--- src/rtl/mem_stage_pkg.sv ---
// Shared encodings for the MEM pipeline stage: memory op codes, FSM state codes,
// byte-lane select constants and op classification helpers.
package mem_stage_pkg;

  localparam logic [3:0] OP_NONE = 4'd0;
  localparam logic [3:0] OP_LB   = 4'd1;
  localparam logic [3:0] OP_LBU  = 4'd2;
  localparam logic [3:0] OP_LH   = 4'd3;
  localparam logic [3:0] OP_LHU  = 4'd4;
  localparam logic [3:0] OP_LW   = 4'd5;
  localparam logic [3:0] OP_SB   = 4'd6;
  localparam logic [3:0] OP_SH   = 4'd7;
  localparam logic [3:0] OP_SW   = 4'd8;

  localparam logic [0:0] ST_IDLE = 1'b0;
  localparam logic [0:0] ST_BUSY = 1'b1;

  // Lane masks; bit 3 is the most significant byte (offset 0, big-endian)
  localparam logic [3:0] SEL_BYTE    = 4'b1000;
  localparam logic [3:0] SEL_HALF_HI = 4'b1100;
  localparam logic [3:0] SEL_HALF_LO = 4'b0011;
  localparam logic [3:0] SEL_WORD    = 4'b1111;

  typedef enum logic [1:0] {
    SZ_NONE = 2'd0,
    SZ_BYTE = 2'd1,
    SZ_HALF = 2'd2,
    SZ_WORD = 2'd3
  } access_size_e;

  function automatic access_size_e op_size(input logic [3:0] op);
    case (op)
      OP_LB, OP_LBU, OP_SB: return SZ_BYTE;
      OP_LH, OP_LHU, OP_SH: return SZ_HALF;
      OP_LW, OP_SW:         return SZ_WORD;
      default:              return SZ_NONE;
    endcase
  endfunction

  function automatic logic op_is_load(input logic [3:0] op);
    return (op >= OP_LB) && (op <= OP_LW);
  endfunction

  function automatic logic op_is_store(input logic [3:0] op);
    return (op >= OP_SB) && (op <= OP_SW);
  endfunction

  function automatic logic op_is_mem(input logic [3:0] op);
    return op_size(op) != SZ_NONE;
  endfunction

  function automatic logic op_misaligned(input logic [3:0] op, input logic [1:0] addr_lo);
    case (op_size(op))
      SZ_HALF: return addr_lo[0];
      SZ_WORD: return |addr_lo;
      default: return 1'b0;
    endcase
  endfunction

endpackage

--- src/rtl/mem_access_stage_if.sv ---
// Data-bus interface between the MEM stage (master) and data memory (slave).
// Handshake: mem_req stays high with stable addr/sel/we/wdata until the cycle mem_ack is high; that cycle completes the transfer.
interface mem_bus_if;
  logic        mem_req;
  logic        mem_we;
  logic [31:0] mem_addr;
  logic [3:0]  mem_sel;
  logic [31:0] mem_wdata;
  logic [31:0] mem_rdata;
  logic        mem_ack;

  modport master (
    output mem_req, mem_we, mem_addr, mem_sel, mem_wdata,
    input  mem_rdata, mem_ack
  );

  modport slave (
    input  mem_req, mem_we, mem_addr, mem_sel, mem_wdata,
    output mem_rdata, mem_ack
  );
endinterface

--- src/rtl/mem_lane_align.sv ---
// Combinational byte-lane logic: store lane select / data replication and
// load lane extraction with sign or zero extension (big-endian lanes).
module mem_lane_align
  import mem_stage_pkg::*;
(
  input  logic [3:0]  op_i,
  input  logic [1:0]  addr_lo_i,
  input  logic [31:0] store_data_i,
  input  logic [31:0] rdata_i,
  output logic [3:0]  sel_o,
  output logic [31:0] wdata_o,
  output logic [31:0] load_data_o
);

  logic [7:0]  byte_v;
  logic [15:0] half_v;
  logic        sign_ext;
  logic        is_store;

  always_comb begin
    // Offset 0 lives in bits 31:24, so the shift is (3 - offset) bytes
    byte_v      = rdata_i[{~addr_lo_i, 3'b000} +: 8];
    half_v      = addr_lo_i[1] ? rdata_i[15:0] : rdata_i[31:16];
    sign_ext    = (op_i == OP_LB) || (op_i == OP_LH);
    is_store    = op_is_store(op_i);
    sel_o       = '0;
    wdata_o     = '0;
    load_data_o = '0;
    case (op_size(op_i))
      SZ_BYTE: begin
        sel_o       = SEL_BYTE >> addr_lo_i;
        wdata_o     = is_store ? {4{store_data_i[7:0]}} : '0;
        load_data_o = {{24{sign_ext & byte_v[7]}}, byte_v};
      end
      SZ_HALF: begin
        sel_o       = addr_lo_i[1] ? SEL_HALF_LO : SEL_HALF_HI;
        wdata_o     = is_store ? {2{store_data_i[15:0]}} : '0;
        load_data_o = {{16{sign_ext & half_v[15]}}, half_v};
      end
      SZ_WORD: begin
        sel_o       = SEL_WORD;
        wdata_o     = is_store ? store_data_i : '0;
        load_data_o = rdata_i;
      end
      default: ;
    endcase
  end

endmodule

--- src/rtl/mem_access_stage.sv ---
// Registered MEM stage: byte/half/word loads and stores over a req/ack bus with
// stall, flush and ack watchdog. Optional MEM_ALIGN_CHECK_EN rejects misaligned accesses.
module mem_access_stage
  import mem_stage_pkg::*;
#(
  parameter int REG_ADDR_W  = 5,
  parameter int ACK_TIMEOUT = 16
) (
  input  logic                  clk,
  input  logic                  rst,
  input  logic                  in_valid,
  input  logic                  flush,
  input  logic [REG_ADDR_W-1:0] in_dest_addr,
  input  logic                  in_wreg,
  input  logic [31:0]           in_wdata,
  input  logic [3:0]            in_mem_op,
  input  logic [31:0]           in_mem_addr,
  input  logic [31:0]           in_store_data,
  input  logic                  in_hilo_we,
  input  logic [31:0]           in_hi,
  input  logic [31:0]           in_lo,
  output logic                  stall_req,
  mem_bus_if.master             bus,
  output logic                  out_valid,
  output logic [REG_ADDR_W-1:0] out_dest_addr,
  output logic                  out_wreg,
  output logic [31:0]           out_wdata,
  output logic                  out_hilo_we,
  output logic [31:0]           out_hi,
  output logic [31:0]           out_lo,
  output logic                  out_bus_err,
  output logic [0:0]            dbg_state
);

  localparam int CNT_W = $clog2(ACK_TIMEOUT);
  localparam logic [CNT_W-1:0] CNT_LAST = CNT_W'(ACK_TIMEOUT - 1);

  logic [0:0]            state_q, state_d;
  logic [CNT_W-1:0]      cnt_q, cnt_d;
  logic                  flushed_q, flushed_d;

  logic [3:0]            op_q;
  logic [31:0]           addr_q, sdata_q, wdata_q, hi_q, lo_q;
  logic [REG_ADDR_W-1:0] dest_q;
  logic                  wreg_q, hilo_we_q;

  logic                  out_valid_q, out_valid_d;
  logic [REG_ADDR_W-1:0] out_dest_q, out_dest_d;
  logic                  out_wreg_q, out_wreg_d;
  logic [31:0]           out_wdata_q, out_wdata_d;
  logic                  out_hilo_we_q, out_hilo_we_d;
  logic [31:0]           out_hi_q, out_hi_d, out_lo_q, out_lo_d;
  logic                  out_bus_err_q, out_bus_err_d;

  logic        busy, accept, in_is_mem, in_misaligned, start;
  logic [3:0]  lane_sel;
  logic [31:0] lane_wdata, lane_load;

`ifdef MEM_ALIGN_CHECK_EN
  assign in_misaligned = op_misaligned(in_mem_op, in_mem_addr[1:0]);
`else
  assign in_misaligned = 1'b0;
`endif

  assign busy      = (state_q == ST_BUSY);
  assign accept    = !busy && in_valid && !flush;
  assign in_is_mem = op_is_mem(in_mem_op);
  assign start     = accept && in_is_mem && !in_misaligned;
  // Gated with rst so the combinational stall term is also low while in reset
  assign stall_req = rst && (start || busy);

  mem_lane_align u_lane (
    .op_i         (op_q),
    .addr_lo_i    (addr_q[1:0]),
    .store_data_i (sdata_q),
    .rdata_i      (bus.mem_rdata),
    .sel_o        (lane_sel),
    .wdata_o      (lane_wdata),
    .load_data_o  (lane_load)
  );

  assign bus.mem_req   = busy;
  assign bus.mem_we    = busy && op_is_store(op_q);
  assign bus.mem_addr  = busy ? {addr_q[31:2], 2'b00} : '0;
  assign bus.mem_sel   = busy ? lane_sel : '0;
  assign bus.mem_wdata = busy ? lane_wdata : '0;

  always_comb begin
    state_d       = state_q;
    cnt_d         = cnt_q;
    flushed_d     = flushed_q;
    out_valid_d   = 1'b0;
    out_dest_d    = '0;
    out_wreg_d    = 1'b0;
    out_wdata_d   = '0;
    out_hilo_we_d = 1'b0;
    out_hi_d      = '0;
    out_lo_d      = '0;
    out_bus_err_d = 1'b0;
    if (!busy) begin
      if (accept) begin
        if (in_misaligned) begin
          out_bus_err_d = 1'b1;
        end else if (in_is_mem) begin
          state_d   = ST_BUSY;
          cnt_d     = '0;
          flushed_d = 1'b0;
        end else begin
          out_valid_d   = 1'b1;
          out_dest_d    = in_dest_addr;
          out_wreg_d    = in_wreg;
          out_wdata_d   = in_wdata;
          out_hilo_we_d = in_hilo_we;
          out_hi_d      = in_hi;
          out_lo_d      = in_lo;
        end
      end
    end else if (bus.mem_ack) begin
      state_d = ST_IDLE;
      // A flush seen at any point of the transfer discards its result
      if (!(flushed_q || flush)) begin
        out_valid_d   = 1'b1;
        out_dest_d    = dest_q;
        out_wreg_d    = wreg_q && op_is_load(op_q);
        out_wdata_d   = op_is_load(op_q) ? lane_load : wdata_q;
        out_hilo_we_d = hilo_we_q;
        out_hi_d      = hi_q;
        out_lo_d      = lo_q;
      end
    end else if (cnt_q == CNT_LAST) begin
      state_d       = ST_IDLE;
      out_bus_err_d = 1'b1;
    end else begin
      cnt_d     = cnt_q + 1'b1;
      flushed_d = flushed_q || flush;
    end
  end

  always_ff @(posedge clk or negedge rst) begin
    if (!rst) begin
      state_q       <= ST_IDLE;
      cnt_q         <= '0;
      flushed_q     <= 1'b0;
      out_valid_q   <= 1'b0;
      out_dest_q    <= '0;
      out_wreg_q    <= 1'b0;
      out_wdata_q   <= '0;
      out_hilo_we_q <= 1'b0;
      out_hi_q      <= '0;
      out_lo_q      <= '0;
      out_bus_err_q <= 1'b0;
    end else begin
      state_q       <= state_d;
      cnt_q         <= cnt_d;
      flushed_q     <= flushed_d;
      out_valid_q   <= out_valid_d;
      out_dest_q    <= out_dest_d;
      out_wreg_q    <= out_wreg_d;
      out_wdata_q   <= out_wdata_d;
      out_hilo_we_q <= out_hilo_we_d;
      out_hi_q      <= out_hi_d;
      out_lo_q      <= out_lo_d;
      out_bus_err_q <= out_bus_err_d;
    end
  end

  always_ff @(posedge clk or negedge rst) begin
    if (!rst) begin
      op_q      <= OP_NONE;
      addr_q    <= '0;
      sdata_q   <= '0;
      wdata_q   <= '0;
      dest_q    <= '0;
      wreg_q    <= 1'b0;
      hilo_we_q <= 1'b0;
      hi_q      <= '0;
      lo_q      <= '0;
    end else if (start) begin
      op_q      <= in_mem_op;
      addr_q    <= in_mem_addr;
      sdata_q   <= in_store_data;
      wdata_q   <= in_wdata;
      dest_q    <= in_dest_addr;
      wreg_q    <= in_wreg;
      hilo_we_q <= in_hilo_we;
      hi_q      <= in_hi;
      lo_q      <= in_lo;
    end
  end

  assign out_valid     = out_valid_q;
  assign out_dest_addr = out_dest_q;
  assign out_wreg      = out_wreg_q;
  assign out_wdata     = out_wdata_q;
  assign out_hilo_we   = out_hilo_we_q;
  assign out_hi        = out_hi_q;
  assign out_lo        = out_lo_q;
  assign out_bus_err   = out_bus_err_q;
  assign dbg_state     = state_q;

endmodule

--- src/flat_wrapper.sv ---
// flat-port wrapper written by rule: the top's interface ports become plain ports
module mem_access_stage_flat import mem_stage_pkg::*;
#(
  parameter int REG_ADDR_W  = 5,
  parameter int ACK_TIMEOUT = 16
)
  (clk, rst, in_valid, flush, in_dest_addr, in_wreg, in_wdata, in_mem_op, in_mem_addr, in_store_data, in_hilo_we, in_hi, in_lo, stall_req, out_valid, out_dest_addr, out_wreg, out_wdata, out_hilo_we, out_hi, out_lo, out_bus_err, dbg_state, bus_mem_req, bus_mem_we, bus_mem_addr, bus_mem_sel, bus_mem_wdata, bus_mem_rdata, bus_mem_ack);
  mem_bus_if bus_i ();
  input  logic clk;
  input  logic rst;
  input  logic in_valid;
  input  logic flush;
  input  logic [REG_ADDR_W-1:0] in_dest_addr;
  input  logic in_wreg;
  input  logic [31:0] in_wdata;
  input  logic [3:0] in_mem_op;
  input  logic [31:0] in_mem_addr;
  input  logic [31:0] in_store_data;
  input  logic in_hilo_we;
  input  logic [31:0] in_hi;
  input  logic [31:0] in_lo;
  output logic stall_req;
  output logic out_valid;
  output logic [REG_ADDR_W-1:0] out_dest_addr;
  output logic out_wreg;
  output logic [31:0] out_wdata;
  output logic out_hilo_we;
  output logic [31:0] out_hi;
  output logic [31:0] out_lo;
  output logic out_bus_err;
  output logic [0:0] dbg_state;
  output wire logic [$bits(bus_i.mem_req)-1:0] bus_mem_req;
  output wire logic [$bits(bus_i.mem_we)-1:0] bus_mem_we;
  output wire logic [$bits(bus_i.mem_addr)-1:0] bus_mem_addr;
  output wire logic [$bits(bus_i.mem_sel)-1:0] bus_mem_sel;
  output wire logic [$bits(bus_i.mem_wdata)-1:0] bus_mem_wdata;
  input wire logic [$bits(bus_i.mem_rdata)-1:0] bus_mem_rdata;
  input wire logic [$bits(bus_i.mem_ack)-1:0] bus_mem_ack;
  assign bus_mem_req = bus_i.mem_req;
  assign bus_mem_we = bus_i.mem_we;
  assign bus_mem_addr = bus_i.mem_addr;
  assign bus_mem_sel = bus_i.mem_sel;
  assign bus_mem_wdata = bus_i.mem_wdata;
  assign bus_i.mem_rdata = bus_mem_rdata;
  assign bus_i.mem_ack = bus_mem_ack;
  mem_access_stage #(.REG_ADDR_W(REG_ADDR_W), .ACK_TIMEOUT(ACK_TIMEOUT)) u_core (.clk(clk), .rst(rst), .in_valid(in_valid), .flush(flush), .in_dest_addr(in_dest_addr), .in_wreg(in_wreg), .in_wdata(in_wdata), .in_mem_op(in_mem_op), .in_mem_addr(in_mem_addr), .in_store_data(in_store_data), .in_hilo_we(in_hilo_we), .in_hi(in_hi), .in_lo(in_lo), .stall_req(stall_req), .bus(bus_i), .out_valid(out_valid), .out_dest_addr(out_dest_addr), .out_wreg(out_wreg), .out_wdata(out_wdata), .out_hilo_we(out_hilo_we), .out_hi(out_hi), .out_lo(out_lo), .out_bus_err(out_bus_err), .dbg_state(dbg_state));
endmodule
--- config.mk ---
export PLATFORM = sky130hd
export DESIGN_NAME = mem_access_stage_flat
export DESIGN_NICKNAME = d
export VERILOG_FILES = /design/src/rtl/mem_stage_pkg.sv /design/src/rtl/mem_access_stage_if.sv /design/src/rtl/mem_lane_align.sv /design/src/rtl/mem_access_stage.sv /design/src/flat_wrapper.sv
export SDC_FILE = /design/constraint.sdc
export NUM_CORES = 1
export LEC_CHECK = 0
export CAP_MARGIN = 10
export CORE_ASPECT_RATIO = 1.5
export CORE_MARGIN = 10
export CORE_UTILIZATION = 43
export DETAILED_ROUTE_END_ITERATION = 8
export GPL_TIMING_DRIVEN = 0
export PLACE_DENSITY = 0.77
export SLEW_MARGIN = 20
export SYNTH_ARGS = -nofsm -noshare
export SYNTH_HDL_FRONTEND = slang
export SYNTH_HIERARCHICAL = 1
export SYNTH_SLANG_ARGS = --single-unit
--- constraint.sdc ---
create_clock -name clk -period 2.3 [get_ports clk]
set_input_delay 0.575 -clock clk [delete_from_list [all_inputs] [get_ports clk]]
set_output_delay 0.575 -clock clk [all_outputs]
set_load 0.005 [all_outputs]
Word level (Yosys, flattened, before mapping) --
Memories as Yosys holds them, arrays and structs flattened. Index checks and enable logic that the tools add are counted.
Operators by class: muxes and demuxes 65, eq/ne operators 8, reduce and logical (&&, ||, !) cells 17, bitwise logic cells 3, multiply operators 0, divide/modulo/power cells 0, magnitude comparators 4, add/sub/neg operators 1, shifts and indexed selects 2
Operators by type and width (count):
- $mux 32 | 21
- $pmux 32 s3 | 2
- $shiftx 32x6->8 | 1
- $mux 1 | 28
- $mux 4 | 7
- $mux 5 | 5
- $mux 16 | 1
- $pmux 4 s3 | 1
- $logic_and 1x1->1 | 8
- $reduce_bool 2->1 | 3
- $add 4x1->4 const B | 1
- $eq 2x2->1 const B | 2
- $eq 4x1->1 const B | 1
- $eq 4x2->1 const B | 1
- $eq 4x4->1 const B | 1
- $ge 4x1->1 const B | 1
- $ge 4x3->1 const B | 1
- $le 4x3->1 const B | 1
- $le 4x4->1 const B | 1
- $ne 2x2->1 const B | 2
- $reduce_and 4->1 | 1
- $shr 4x2->4 const A | 1
- $logic_or 1x1->1 | 3
- $and 1x1->1 | 2
- 3 further kinds | 4
Storage, ports and cells: bits in latches 0, input port bits 208, flip-flop bits (word level) 282, output and inout bits 177, bits in read-only memories 64, bits in writable memories 0, logic and storage cells 122, memories 2
Memories:
- (name not given) | words 16, width 2, read ports 1, clocked after Yosys merged registers in 0, wr ports 0, RTL line mem_stage_pkg.sv:32 | case (op)
- (name not given) | words 16, width 2, read ports 1, clocked after Yosys merged registers in 0, wr ports 0, RTL line mem_stage_pkg.sv:32

Longest topological paths before layout --
word-level depth 8, depth in mapped cells 12

Modules after synthesis --
Netlist, hierarchy kept.
Modules (own cells, without submodules):
- mem_access_stage | cells each 825, area an instance 11701.2 sq um, instances 1
- mem_lane_align | cells each 192, area an instance 1401.3 sq um, instances 1

Worst setup path after synthesis --
OpenSTA, ideal clock, no wires.
path type register -> register, start reg u_core.op_q[1], end reg u_core.out_wdata_q[10] (netlist: u_core/out_wdata[10]), cell stages (with the launch flop) 12, setup time 123 ps, buffers on the path 2, required time 2177 ps, path slack -187 ps, arrival time 2365 ps, cells stage by stage dfrtp_1 -> buf_6 -> inv_1 -> ha_1 -> nor2b_1 -> nor3_1 -> buf_2 -> nor2_1 -> a221o_1 -> or2_2 -> mux2i_1 -> o2bb2ai_1
Between the ends: cells in the longest elaborated chain, start to end 8, elaborated cells between the ends (all ways) 16, classes of those cells order compare: 2; eq/ne: 5; mux: 5; bitwise: 1; reduce/logical: 2; memory: 1
Ends and longest elaborated chain:
- from (decl) | RTL line mem_access_stage.sv:42 | logic [3:0] op_q;
- from (signal assigned) | RTL line mem_access_stage.sv:179 | op_q <= in_mem_op;
- branches (longest 3 deep; another with $mem_v2 16x2)
- $pmux 32 s3 * | RTL line mem_lane_align.sv:29 | case (op_size(op_i))
- named net u_core.lane_load[10] | RTL line mem_access_stage.sv:57 | logic [31:0] lane_wdata, lane_load;
- $mux 32 * | RTL line mem_access_stage.sv:125 | out_wdata_d = op_is_load(op_q) ? lane_load : wdata_q;
- $mux 32 * | RTL line mem_access_stage.sv:121 | if (!(flushed_q || flush)) begin
- $mux 32 * | RTL line mem_access_stage.sv:118 | end else if (bus.mem_ack) begin
- $mux 32 * | RTL line mem_access_stage.sv:100 | if (!busy) begin
- named net u_core.out_wdata_d[10] | RTL line mem_access_stage.sv:50 | logic [31:0] out_wdata_q, out_wdata_d;
- to (signal assigned) | RTL line mem_access_stage.sv:159 | out_wdata_q <= out_wdata_d;
- to (decl) | RTL line mem_access_stage.sv:50
Mark *: on every way through the listed nets, which the timed path passes. A chain may end at the register's enable or synchronous reset.

Worst setup path after layout --
start reg u_core.op_q[1], end out bus_mem_wdata[15]
Between the ends: cells in the longest elaborated chain, start to end 5, elaborated cells between the ends (all ways) 12, classes of those cells order compare: 2; eq/ne: 3; mux: 5; reduce/logical: 1; memory: 1
Ends and longest elaborated chain:
- branches (longest 3 deep; another with $mem_v2 16x2)
- $pmux 32 s3 * | RTL line mem_lane_align.sv:29
- named net u_core.lane_wdata[15] | RTL line mem_access_stage.sv:57
- $mux 32 * | RTL line mem_access_stage.sv:86 | assign bus.mem_wdata = busy ? lane_wdata : '0;
- to (decl) | RTL line flat_wrapper.sv:36 | output wire logic [$bits(bus_i.mem_wdata)-1:0] bus_mem_wdata;
Marked as above.

==> impl_metrics.env <==
export IMPL_core_region_area_um2=30200
export IMPL_setup_ws_ns=-0.933
export IMPL_criticalPathCategory="flop to output port"
export IMPL_insertion_delay_ns=0.58
export IMPL_antenna_found_initial=12
export IMPL_wirelength_um=44400
export IMPL_crit_top_cell="buf_6"
export IMPL_synth_edf_count=0
export IMPL_cts_made_buffers=29
export IMPL_combPwrFrac=0.342
export IMPL_failed_checks="negative hold slack, negative setup slack"
export IMPL_die_x_um=163
export IMPL_final_cell_mix="clkdlybuf4s50_1, dfrtp_1, mux2_2, a22o_1, buf_6"
export IMPL_hold_viol=3
export IMPL_slowest_delay_ns=0.42
export IMPL_timing_final_crit_share=1.41
export IMPL_via_per_inst=5.36
export IMPL_htreeDepth=1
export IMPL_crit_slowest_cell="dfrtp_2"
export IMPL_io_buffers=382
export IMPL_slew_headroom=0.588
export IMPL_p_per_area_nw_per_um2=892
export IMPL_run_status="complete, but fails checks"
export IMPL_syn_inst=1017
export IMPL_root_buffer="clkbuf_16"
export IMPL_syn2layout_area_growth_pct=50.5
export IMPL_track_usage=0.223
export IMPL_ff2ff_setup_slack_ns=-0.09
export IMPL_setup_viol=77
export IMPL_drt_initial_drc_count=569
export IMPL_holdWs_ns=-0.00675
export IMPL_use_met2=0.395
export IMPL_grtUsageMet1=0.242
export IMPL_cp_max_fo=6
export IMPL_cts_tree="yes"
export IMPL_synth_warnings=6
export IMPL_internal_power_mw=12.3
export IMPL_layout_commonest_cell="clkdlybuf4s50_1"
export IMPL_p_sw_mw=5.31
export IMPL_cts_sinks=282
export IMPL_clkTransAtPathRegs_ns=0.06
export IMPL_grt_pass1_vias=11251
export IMPL_p_seq_frac=0.374
export IMPL_clock_fmax_mhz=309
export IMPL_dr_pass1_iters=4
export IMPL_n_fill_cell=2236
export IMPL_p_leak_nw=8.80
export IMPL_min_period_ns=3.23
export IMPL_clk_path_buf_depth=3
export IMPL_worstRegToRegCells=12
export IMPL_fp_dieH_um=234
export IMPL_finClkSkew_ns=0.0104
export IMPL_grt_ovfl_total=0
export IMPL_hold_class="input port to asynchronous set/reset pin"
export IMPL_initial_core_util=0.434
export IMPL_drv_slew=0
export IMPL_cp_end_kind="output port"
export IMPL_cp_data_required_time_ns=1.73
export IMPL_grt_max_degree=95
export IMPL_wire_per_inst_um=22.8
export IMPL_maxCapViolCount=0
export IMPL_rsz0062_at_grt="true"
export IMPL_arrival_ns=2.66
export IMPL_synth_area_um2=13100
export IMPL_reg2reg_to="u_core/out_wdata[26]"
export IMPL_total_power_mw=17.6
export IMPL_r2r_start="u_core/op_q[1]"
export IMPL_busiest_layer="met2"
export IMPL_drc=0
export IMPL_synth_top_flop_cell="dfrtp_1"
export IMPL_synth_cell_types=51
export IMPL_crit_path_cell_trace="buf_6 > inv_4 > ha_4 > nand3b_1 > buf_4 > o21ai_4 > buf_6 > buf_6 > buf_6 > nand2_1 > a21oi_2 > and2_4 > buf_2"
export IMPL_clkPwrFrac=0.284
export IMPL_ios=385
export IMPL_grt_pass1_wl_um=66500
export IMPL_use_met3=0.0595
export IMPL_final_layout_size_suffix_gt1_frac=0.363
export IMPL_hpwl_um=31700
export IMPL_fin_nets=1727
export IMPL_cp_start_kind="flop"
export IMPL_num_rows=78
export IMPL_via_count=10443
export IMPL_gp_congestion=0.875
export IMPL_drtAntennaViolNets=0
export IMPL_syn_avg_cell_area_um2=12.9
export IMPL_async_flop_share=1.00
export IMPL_vdd_drop_max_v=0.000678
export IMPL_p_sw_frac=0.302
export IMPL_worstMarginPinSlew_ns=0.618
export IMPL_dieArea_um2=38000
export IMPL_ys_seq_area_frac=0.539
export IMPL_ys_seq_elements=282
-- layer usage --
layer	up-vias	routed length [µm]
met3	107	3340
met2	413	23300
met5	-	34
met1	5230	15700
li1	4689	-
met4	4	1990
-- cell families after synthesis --
family,Yosys count,share of synthesized area
AOI/OAI and AO/OA,199,0.118
xor gates and xnor gates,2,0.00134
adders and majority gates,6,0.00573
buffers and inverters,84,0.0364
DFF,282,0.539
muxes,232,0.208
other,1,0.000286
and+or+nand+nor,211,0.0920
-- cells in the mapped netlist (20+ instances only) --
library cell | number | area [µm²]
nand3_1 | 36 | 180
o21ai_0 | 47 | 235
o2bb2ai_1 | 41 | 359
and2_1 | 74 | 463
clkbuf_1 | 27 | 101
a22o_1 | 78 | 683
buf_2 | 24 | 120
or2_2 | 34 | 213
mux2_2 | 152 | 1710
dfrtp_1 | 282 | 7060
mux2i_1 | 51 | 510
buf_4 | 21 | 158
mux2_4 | 20 | 300
nand2_1 | 33 | 124
-- cell type report --
class / count / area, µm² / area share
well taps: 400 / 500 / 0.0254
inverters: 6 / 25.0 / 0.00127
clock buffers: 40 / 847 / 0.0429
flip-flops and latches: 282 / 7060 / 0.358
diodes: 11 / 27.5 / 0.00140
plain buffers: 73 / 553 / 0.0280
multi-input cells: 652 / 5970 / 0.303
repair buffers: 469 / 4560 / 0.231
clock inverters: 14 / 173 / 0.00875
-- power by group through the flow --
stage / logic, mW / registers [mW] / clock network, mW
after global placement: 4.48 / 6.60 / 0
after detailed placement: 4.61 / 6.65 / 0
after global routing: 6.41 / 6.70 / 5.32
final: 6.02 / 6.58 / 4.99
after CTS: 5.60 / 6.55 / 5.11
after floorplan: 2.99 / 6.46 / 0
-- sequential cells by signal, indices dropped and copies added (netlist names), 4 cells and up --
signal,cells
u_core/addr_q,32
u_core/cnt_q,4
u_core/dest_q,5
u_core/hi_q,32
u_core/lo_q,32
u_core/op_q,4
u_core/out_dest_addr,5
u_core/out_hi,32
u_core/out_lo,32
u_core/out_wdata,32
u_core/sdata_q,32
u_core/wdata_q,32
-- what timing repair did --
| item | in CTS | in global routing |
|---|---|---|
| resized for setup | 416 | 68 |
| pin swaps | 39 | 41 |
| setup buffers | 60 | 22 |
| gates cloned | 2 | 3 |
| setup endpoints to repair | 139 | 92 |
| hold buffers | 2 | 0 |
| hold endpoints to repair | 28 | 0 |
-- stage by stage --
step | std cells | area [µm²] | TNS, ns | setup slack, ns | util
floorplan | 1018 | 13200 | -0.208 | -0.0394 | -
global placement | 1800 | 17500 | -3424.31 | -12.60 | 0.580
detailed placement | 1803 | 17600 | -159.26 | -1.20 | 0.583
CTS | 1917 | 19300 | -29.88 | -0.878 | 0.641
global route | 1944 | 19700 | -39.44 | -1.04 | 0.654
finish | 1947 | 19700 | -32.40 | -0.933 | 0.654
-- critical path, delay by kind of cell (launching register included) --
family | cells | cell delay (ns)
compound gates | 2 | 0.25
fa+ha+maj | 1 | 0.12
buf+inv | 7 | 0.87
flops | 1 | 0.42
simple gates | 3 | 0.42
-- how the worst max path moves through the flow --
stage | start | to | slack, ns | depth (start not counted)
finish | u_core/op_q[1] | bus_mem_wdata[15] | -0.93 | 13
CTS | u_core/op_q[1] | bus_mem_wdata[27] | -0.88 | 12
global placement | rst | u_core/op_q[0] | -12.60 | 1
floorplan | u_core/op_q[1] | bus_mem_wdata[12] | -0.04 | 10
global route | u_core/op_q[1] | bus_mem_wdata[15] | -1.04 | 13
detailed placement | in_mem_op[1] | stall_req | -1.20 | 8
Power figures use the tool's default switching activity.
